==> src/rtl/if_fetch_buffer_if.sv <==
// ============================================================================
// Module   : if_fetch_buffer_if
// Brief    : Fetch-side, instruction-memory and decode-side signal bundle
// Revision : 1.0
// ============================================================================
`default_nettype none

interface if_fetch_buffer_if #(
    parameter int XLEN = 32
);
    logic [XLEN-1:0] PCF;
    logic [XLEN-1:0] PCplus4F;
    logic            flushE;
    logic            stallF;
    logic            imem_req_valid;
    logic            imem_req_ready;
    logic [XLEN-1:0] imem_req_addr;
    logic            imem_rsp_valid;
    logic [XLEN-1:0] imem_rsp_data;
    logic            instr_valid;
    logic            instr_ready;
    logic [XLEN-1:0] InstrD;
    logic [XLEN-1:0] PCD;
    logic [XLEN-1:0] PCplus4D;

    modport master (
        input  PCF, PCplus4F, flushE, imem_req_ready, imem_rsp_valid,
               imem_rsp_data, instr_ready,
        output stallF, imem_req_valid, imem_req_addr, instr_valid,
               InstrD, PCD, PCplus4D
    );

    modport slave (
        output PCF, PCplus4F, flushE, imem_req_ready, imem_rsp_valid,
               imem_rsp_data, instr_ready,
        input  stallF, imem_req_valid, imem_req_addr, instr_valid,
               InstrD, PCD, PCplus4D
    );
endinterface

`default_nettype wire

==> src/rtl/if_fetch_buffer.sv <==
// ============================================================================
// Module   : if_fetch_buffer
// Brief    : Credit-limited fetch request/response matcher feeding decode
// Revision : 1.0
// ============================================================================
`default_nettype none

module if_fetch_buffer #(
    parameter int DEPTH = 4,
    parameter int XLEN  = 32
) (
    input  wire logic         clk,
    input  wire logic         reset,
    if_fetch_buffer_if.master bus
);
    localparam int AW = (DEPTH > 1) ? $clog2(DEPTH) : 1;
    localparam int CW = $clog2(DEPTH) + 1;

    logic [2*XLEN-1:0] tag_mem_q [DEPTH];
    logic [2*XLEN-1:0] tag_mem_d [DEPTH];
    logic [3*XLEN-1:0] dat_mem_q [DEPTH];
    logic [3*XLEN-1:0] dat_mem_d [DEPTH];
    logic [AW-1:0]     tag_wr_q, tag_wr_d, tag_rd_q, tag_rd_d;
    logic [AW-1:0]     dat_wr_q, dat_wr_d, dat_rd_q, dat_rd_d;
    logic [CW-1:0]     tag_cnt_q, tag_cnt_d, dat_cnt_q, dat_cnt_d;
    logic [CW-1:0]     discard_q, discard_d;

    logic [CW:0]       occupancy;
    logic [CW:0]       pending;
    logic              req_valid;
    logic              req_fire;
    logic              rsp_drop;
    logic              rsp_push;
    logic              dat_pop;

    // Outstanding discards still hold a credit until their response returns.
    assign occupancy = (CW+1)'(tag_cnt_q) + (CW+1)'(discard_q) + (CW+1)'(dat_cnt_q);
    assign pending   = (CW+1)'(tag_cnt_q) + (CW+1)'(discard_q);
    assign req_valid = reset & ~bus.flushE & (occupancy < (CW+1)'(DEPTH));
    assign req_fire  = req_valid & bus.imem_req_ready;
    // Wrong-path responses always precede any tagged ones, so drain discards first.
    assign rsp_drop  = bus.imem_rsp_valid & ~bus.flushE & (discard_q != '0);
    assign rsp_push  = bus.imem_rsp_valid & ~bus.flushE & (discard_q == '0) & (tag_cnt_q != '0);
    assign dat_pop   = (dat_cnt_q != '0) & bus.instr_ready;

    assign bus.imem_req_valid = req_valid;
    assign bus.imem_req_addr  = bus.PCF;
    assign bus.stallF         = reset & ~bus.flushE & ~req_fire;
    assign bus.instr_valid    = reset & (dat_cnt_q != '0);
    assign {bus.InstrD, bus.PCD, bus.PCplus4D} = reset ? dat_mem_q[dat_rd_q] : '0;

    always_comb begin
        tag_mem_d = tag_mem_q;
        dat_mem_d = dat_mem_q;
        tag_wr_d  = tag_wr_q;
        tag_rd_d  = tag_rd_q;
        dat_wr_d  = dat_wr_q;
        dat_rd_d  = dat_rd_q;
        tag_cnt_d = tag_cnt_q + CW'(req_fire) - CW'(rsp_push);
        dat_cnt_d = dat_cnt_q + CW'(rsp_push) - CW'(dat_pop);
        discard_d = discard_q;

        if (req_fire) begin
            tag_mem_d[tag_wr_q] = {bus.PCF, bus.PCplus4F};
            tag_wr_d            = tag_wr_q + AW'(1);
        end
        if (rsp_push) begin
            dat_mem_d[dat_wr_q] = {bus.imem_rsp_data, tag_mem_q[tag_rd_q]};
            dat_wr_d            = dat_wr_q + AW'(1);
            tag_rd_d            = tag_rd_q + AW'(1);
        end
        if (dat_pop) begin
            dat_rd_d = dat_rd_q + AW'(1);
        end
        if (rsp_drop) begin
            discard_d = discard_q - CW'(1);
        end

        if (bus.flushE) begin
            tag_wr_d  = '0;
            tag_rd_d  = '0;
            dat_wr_d  = '0;
            dat_rd_d  = '0;
            tag_cnt_d = '0;
            dat_cnt_d = '0;
            if (bus.imem_rsp_valid && pending != '0) begin
                discard_d = CW'(pending - (CW+1)'(1));
            end else begin
                discard_d = CW'(pending);
            end
        end
    end

    always_ff @(posedge clk) begin
        if (!reset) begin
            tag_wr_q  <= '0;
            tag_rd_q  <= '0;
            dat_wr_q  <= '0;
            dat_rd_q  <= '0;
            tag_cnt_q <= '0;
            dat_cnt_q <= '0;
            discard_q <= '0;
        end else begin
            tag_wr_q  <= tag_wr_d;
            tag_rd_q  <= tag_rd_d;
            dat_wr_q  <= dat_wr_d;
            dat_rd_q  <= dat_rd_d;
            tag_cnt_q <= tag_cnt_d;
            dat_cnt_q <= dat_cnt_d;
            discard_q <= discard_d;
        end
    end

    // Storage contents are don't-care while their slot is unoccupied.
    always_ff @(posedge clk) begin
        tag_mem_q <= tag_mem_d;
        dat_mem_q <= dat_mem_d;
    end
endmodule

`default_nettype wire

==> src/flat_wrapper.sv <==
// flat-port wrapper written by rule: the top's interface ports become plain ports
module if_fetch_buffer_flat 
#(
    parameter int DEPTH = 4,
    parameter int XLEN  = 32
)
  (clk, reset, bus_PCF, bus_PCplus4F, bus_flushE, bus_imem_req_ready, bus_imem_rsp_valid, bus_imem_rsp_data, bus_instr_ready, bus_stallF, bus_imem_req_valid, bus_imem_req_addr, bus_instr_valid, bus_InstrD, bus_PCD, bus_PCplus4D);
  if_fetch_buffer_if #(.XLEN(XLEN)) bus_i ();
  input  wire logic clk;
  input  wire logic reset;
  input wire logic [$bits(bus_i.PCF)-1:0] bus_PCF;
  input wire logic [$bits(bus_i.PCplus4F)-1:0] bus_PCplus4F;
  input wire logic [$bits(bus_i.flushE)-1:0] bus_flushE;
  input wire logic [$bits(bus_i.imem_req_ready)-1:0] bus_imem_req_ready;
  input wire logic [$bits(bus_i.imem_rsp_valid)-1:0] bus_imem_rsp_valid;
  input wire logic [$bits(bus_i.imem_rsp_data)-1:0] bus_imem_rsp_data;
  input wire logic [$bits(bus_i.instr_ready)-1:0] bus_instr_ready;
  output wire logic [$bits(bus_i.stallF)-1:0] bus_stallF;
  output wire logic [$bits(bus_i.imem_req_valid)-1:0] bus_imem_req_valid;
  output wire logic [$bits(bus_i.imem_req_addr)-1:0] bus_imem_req_addr;
  output wire logic [$bits(bus_i.instr_valid)-1:0] bus_instr_valid;
  output wire logic [$bits(bus_i.InstrD)-1:0] bus_InstrD;
  output wire logic [$bits(bus_i.PCD)-1:0] bus_PCD;
  output wire logic [$bits(bus_i.PCplus4D)-1:0] bus_PCplus4D;
  assign bus_i.PCF = bus_PCF;
  assign bus_i.PCplus4F = bus_PCplus4F;
  assign bus_i.flushE = bus_flushE;
  assign bus_i.imem_req_ready = bus_imem_req_ready;
  assign bus_i.imem_rsp_valid = bus_imem_rsp_valid;
  assign bus_i.imem_rsp_data = bus_imem_rsp_data;
  assign bus_i.instr_ready = bus_instr_ready;
  assign bus_stallF = bus_i.stallF;
  assign bus_imem_req_valid = bus_i.imem_req_valid;
  assign bus_imem_req_addr = bus_i.imem_req_addr;
  assign bus_instr_valid = bus_i.instr_valid;
  assign bus_InstrD = bus_i.InstrD;
  assign bus_PCD = bus_i.PCD;
  assign bus_PCplus4D = bus_i.PCplus4D;
  if_fetch_buffer #(.DEPTH(DEPTH), .XLEN(XLEN)) u_core (.clk(clk), .reset(reset), .bus(bus_i));
endmodule
==> config.mk <==
export PLATFORM = sky130hd
export DESIGN_NAME = if_fetch_buffer_flat
export DESIGN_NICKNAME = d
export VERILOG_FILES = /design/src/rtl/if_fetch_buffer_if.sv /design/src/rtl/if_fetch_buffer.sv /design/src/flat_wrapper.sv
export SDC_FILE = /design/constraint.sdc
export NUM_CORES = 1
export LEC_CHECK = 0
export CAP_MARGIN = 10
export CORE_MARGIN = 10
export CORE_UTILIZATION = 55
export DETAILED_ROUTE_END_ITERATION = 6
export GPL_TIMING_DRIVEN = 1
export PLACE_DENSITY = 0.77
export SLEW_MARGIN = 20
export SYNTH_ARGS = -nofsm -noshare
export SYNTH_HDL_FRONTEND = slang
export SYNTH_SLANG_ARGS = --single-unit
==> constraint.sdc <==
create_clock -name clk -period 8.4 [get_ports clk]
set_input_delay 1.68 -clock clk [delete_from_list [all_inputs] [get_ports clk]]
set_output_delay 1.68 -clock clk [all_outputs]
set_load 0.03 [all_outputs]
### Word level (Yosys, flattened, before mapping)

Index checks and enable logic that the tools add are counted.

| storage, ports and cells | value |
|---|---|
| flip-flop bits (word level) | 657 |
| bits in latches | 0 |
| memory bits (writable) | 0 |
| memory bits (read-only) | 0 |
| input bits | 102 |
| output and inout bits | 131 |
| logic and storage cells | 77 |
| memories | 0 |

| operators by class | value |
|---|---|
| add/sub/neg operators | 12 |
| multiply operators | 0 |
| div/mod/pow operators | 0 |
| magnitude comparators | 7 |
| equality and inequality tests | 0 |
| shift operators | 0 |
| multiplexer cells | 16 |
| bitwise operators | 17 |
| reduce and logical (&&, ||, !) cells | 10 |

Operators by type and width:

| kind | number |
|---|---|
| bitwise mux 384 bit | 1 |
| 2-to-1 mux 96 bit | 4 |
| bitwise mux 256 bit | 1 |
| binary-select mux 96 bit (select 2 bit) | 1 |
| demux 96 bit (select 2 bit) | 1 |
| 2-to-1 mux 64 bit | 3 |
| binary-select mux 64 bit (select 2 bit) | 1 |
| demux 64 bit (select 2 bit) | 1 |
| greater-or-equal comparator 3 bit (second input constant) | 4 |
| inverter 2 -> 3 bit | 4 |
| AND 1 bit | 10 |
| 2-to-1 mux 3 bit | 3 |
| nonzero test 3 bit | 3 |
| adder 2 x 1 -> 2 bit (second input constant) | 4 |
| adder 3 x 1 -> 3 bit | 2 |
| less-than comparator 3 x 1 -> 1 bit (second input constant) | 2 |
| subtractor 3 x 1 -> 3 bit | 2 |
| subtractor 3 x 1 -> 3 bit (second input constant) | 2 |
| adder 3 x 3 -> 4 bit | 1 |
| adder 4 x 3 -> 4 bit | 1 |
| less-than comparator 4 x 3 -> 1 bit (second input constant) | 1 |
| nonzero test 4 bit | 1 |
| logical AND 1 bit | 3 |
| zero test 3 bit | 1 |
| 3 further kinds | 5 |

### Longest topological paths before layout

| depth | value |
|---|---|
| depth in word-level cells | 7 |
| mapped depth | 15 |
| depth with buffers taken out | 14 |

### Least setup slack after synthesis

No wires, ideal clock.

| path | value |
|---|---|
| path kind | input to register |
| start point | in bus_flushE |
| end point | reg u_core.dat_mem_q[0] in the netlist's numbering (enable) |
| library setup time | 0.466 ns |
| arrival time | 4.713 ns |
| data required time | 7.934 ns |
| path slack | 3.221 ns |
| stages | 5 |
| buffers on the path | 2 |
| cell sequence | clkbuf_1 -> nor3b_1 -> o311a_1 -> buf_2 -> and2_1 |

| on the way | value |
|---|---|
| word-level cells in the longest chain between the ends | 4 |

Ends and longest elaborated chain:

| element | line | text |
|---|---|---|
| start: declaration | flat_wrapper.sv:13 | `input wire logic [$bits(bus_i.flushE)-1:0] bus_flushE;` |
| inverter 1 bit | if_fetch_buffer.sv:43 | `assign rsp_push = bus.imem_rsp_valid & ~bus.flushE & (discard_q == '0) & (tag_cnt_q != '0);` |
| AND 1 bit (3 in a row) | if_fetch_buffer.sv:43 |  |
| net u_core.rsp_push | if_fetch_buffer.sv:33 | `logic rsp_push;` |
| end signal: assignment | if_fetch_buffer.sv:117 | `dat_mem_q <= dat_mem_d;` |
| end: declaration | if_fetch_buffer.sv:21 | `logic [3*XLEN-1:0] dat_mem_q [DEPTH];` |

The timed path passes the listed nets, and every way through them passes these cells.
A chain may end at the register's enable or synchronous reset.

### Worst setup path after layout

| path | value |
|---|---|
| start point | reg u_core.tag_cnt_q[0] |
| end point | out bus_stallF |

| on the way | value |
|---|---|
| word-level cells in the longest chain between the ends | 7 |

Ends and longest elaborated chain:

| element | line | text |
|---|---|---|
| start: declaration | if_fetch_buffer.sv:25 | `logic [CW-1:0] tag_cnt_q, tag_cnt_d, dat_cnt_q, dat_cnt_d;` |
| start signal: assignment | if_fetch_buffer.sv:108 | `tag_cnt_q <= tag_cnt_d;` |
| adder 3 x 3 -> 4 bit | if_fetch_buffer.sv:37 | `assign occupancy = (CW+1)'(tag_cnt_q) + (CW+1)'(discard_q) + (CW+1)'(dat_cnt_q);` |
| adder 4 x 3 -> 4 bit | if_fetch_buffer.sv:37 |  |
| less-than comparator 4 x 3 -> 1 bit | if_fetch_buffer.sv:39 | `assign req_valid = reset & ~bus.flushE & (occupancy < (CW+1)'(DEPTH));` |
| AND 1 bit | if_fetch_buffer.sv:39 |  |
| AND 1 bit | if_fetch_buffer.sv:40 | `assign req_fire = req_valid & bus.imem_req_ready;` |
| inverter 1 bit | if_fetch_buffer.sv:48 | `assign bus.stallF = reset & ~bus.flushE & ~req_fire;` |
| AND 1 bit | if_fetch_buffer.sv:48 |  |
| end: declaration | flat_wrapper.sv:18 | `output wire logic [$bits(bus_i.stallF)-1:0] bus_stallF;` |

Every way passes these cells.

==> flow_summary.toml <==
[clocking]
cts_hold_buf = 0
post_cts_resized = 0
clkLatencyLatePin_ps = 590
numClockSinks = 657
cts_made_buffers = 67
clk_pin_slew_ps = 60
h-tree-depth = 3
cts_tree = "built"
cts_root_buffer = "clkbuf_16"
cts_setup_buffers = 0
clock_path_buffers = 3

[timing]
slew_violations = 0
tns_ps = 0
setup_viol = 0
skew_ps = 15.3
fin_crit_sh = 0.650
hold_viol = 0
fmax_mhz = 183
relSlewSlack = 0.260
tightest_slew_ps = 1110
rsz0062_at_grt = "no"
fin_crit_ps = 5460

[place]
gp_congestion = 0.728
portBuffers = 232
hpwl_mm = 27.9

[critical_path]
cp.arrival_ps = 3780
r2r_start = "u_core.tag_cnt_q[0]"
crit_start = "u_core.tag_cnt_q[0]"
worstSetupPathType = "register to primary output"
cp.required_ps = 6720
worstPathCellList = "ha_1 > inv_1 > fa_1 > xnor2_1 > ha_1 > inv_1 > and3_1 > o211a_1 > o211a_1 > nor2_1 > clkdlybuf4s50_1"
endpoint_kind = "primary output"
critical-path-slowest-cell = "clkdlybuf4s50_1"
worstPathMaxFanout = 8
critPathLaunchType = "register"
critPathMaxStageDelay_ps = 690

[global_routing]
overflow = 0
grt_pass1_wl_mm = 75.1
antenna_found_initial = 4
first_global_vias = 12300
grt_max_degree = 103
track_usage = 0.183

[drt]
via_count = 11500
avgViaCountPerCell = 5.72
dr.pass1.iters = 5
drt-wirelength-per-cell_um = 24.6
first_iter_violations = 802
drcViolationCount = 0
final_antenna_net_count = 0
wl_mm = 49.2

[run_status]
status = "complete, no violations"

[layout]
drive_above_1_share = 0.202
regArea_um2 = 19600
fin_nets = 1475
final.fill_count = 2917
final_util = 0.663
syn_to_final_growth_pct = 19.4
multiInputGateArea_um2 = 5070

[floorplanning]
fp.dieH_um = 234
initial_core_util = 0.556
io_pins = 233
core-area_um2 = 45300
num_rows = 78
die-area_um2 = 54700
die_w_um = 234

[synthesis]
synth_nets = 1245
async_reset_ff_frac = 0
synth_edf_count = 640
synth_cell_types = 37
synth-seq-cells = 657
avgSynthCellArea_um2 = 22.5
synth.yosys.seq_area_share = 0.778
yosys_most_used_dff = "edfxtp_1"
netlist_instances = 1119
yosys_warnings = 0
netlist_area_um2 = 25200

[pwr]
ir_worst_vdd_v = 0.000214
leakage_nw = 9.40
power_density_nw_per_um2 = 226

[worst_hold_path]
worstHoldStart = "u_core.tag_wr_q[0]"
min-delay-path-class = "register to register"

[job]
maxCapViolations = 0
[cell usage in the layout, fill, tap and decap left out, drive strengths merged, types with 3 or more instances in the layout]
cell type	n
ha	21
clkdlybuf4s50	231
clkinv	22
fa	3
mux4	160
nor2b	3
buf	13
clkbuf	88
o21ai	5
a21oi	6
xnor2	9
and2	107
edfxtp	640
dfxtp	17
mux2i	3
nand2	5
xor2	3
bufinv	6
inv	25
nor2	14
[report_power, final]
part	switching, mW	total [mW]	internal (mW)
sequential	0.00991	3.63	3.62
combinational	0.164	0.297	0.133
clock	1.18	2.87	1.69
total	1.35	6.80	5.45
[synthesized netlist by cell type (all sizes together) (2+ instances only)]
cell	n	share of area
or4bb	2	0.00099
ha	21	0.010
nor2	14	0.0021
inv	19	0.0028
nor2b	3	0.00075
xnor2	9	0.0031
fa	3	0.0024
a21oi	6	0.0012
and2	107	0.027
mux4	160	0.14
nor3	2	0.00040
clkbuf	24	0.0036
mux2i	3	0.0012
o21ai	5	0.00099
o211ai	2	0.00080
nand2	5	0.00075
edfxtp	640	0.76
and3	2	0.00050
xor2	3	0.0010
nand3	2	0.00040
dfxtp	17	0.014
o211a	2	0.00080
buf	59	0.015
[path summary, 6_finish.rpt]
kind / end / slack, ps / cells past startpoint
worst max register to register: u_core.tag_mem_q[24] / 4500 / 11
worst min register to register: u_core.tag_wr_q[0] / 520 / 1
worst max-delay path: bus_stallF / 2940 / 11
worst min-delay path: u_core.tag_wr_q[0] / 520 / 1
[registers in the layout, summed over array words and instances (netlist names)]
| register | count |
|---|---|
| u_core.tag_cnt_q | 3 |
| u_core.dat_cnt_q | 3 |
| u_core.dat_wr_q | 2 |
| u_core.tag_mem_q | 256 |
| u_core.dat_mem_q | 384 |
| u_core.tag_rd_q | 2 |
| u_core.dat_rd_q | 2 |
| u_core.tag_wr_q | 2 |
| u_core.discard_q | 3 |
[cell type report]
class,count,area share
flip-flops and latches,657,0.652
clock inverters,35,0.0117
clock buffers,88,0.0595
multi-input cells,360,0.169
inverters,19,0.00237
repair buffers,244,0.0810
diodes,1,0.0000833
well taps,600,0.0250
[per-layer routing]
layer	part of all wire	GRT usage	up-vias	wire length (um)
met5	0.00071	0	-	35
met4	0.023	0.0607	6	1140
met3	0.062	0.0380	81	3060
met2	0.51	0.306	357	25000
met1	0.41	0.239	6012	20000
li1	-	-	4997	-
[logic make-up after synthesis]
group,synth area share
flops,0.778
mux,0.145
simple gates,0.0332
buf+inv,0.0215
fa+ha+maj,0.0128
compound gates,0.00567
xor+xnor,0.00418
[stage by stage]
stage	cells	hold slack (ps)	power, mW	setup slack (ps)	area (um2)
final	2004	522	6.80	2940	30000
after detailed placement	1879	511	4.00	2950	27900
after CTS	2002	520	6.86	2910	30000
after floorplan	1119	475	3.86	3220	25200
after global placement	1879	502	3.99	2990	27900
after global routing	2004	573	7.01	2740	30000
[critical path: cells and delay by family (launching register included)]
family                     cells  cell delay, ps
buffers and inverters          3             810
and+or+nand+nor                2             270
AOI/OAI and AO/OA              2             570
xor gates and xnor gates       1             330
adders and majority gates      3             850
DFF                            1             380
No activity file was read; power rests on OpenSTA's default activity.
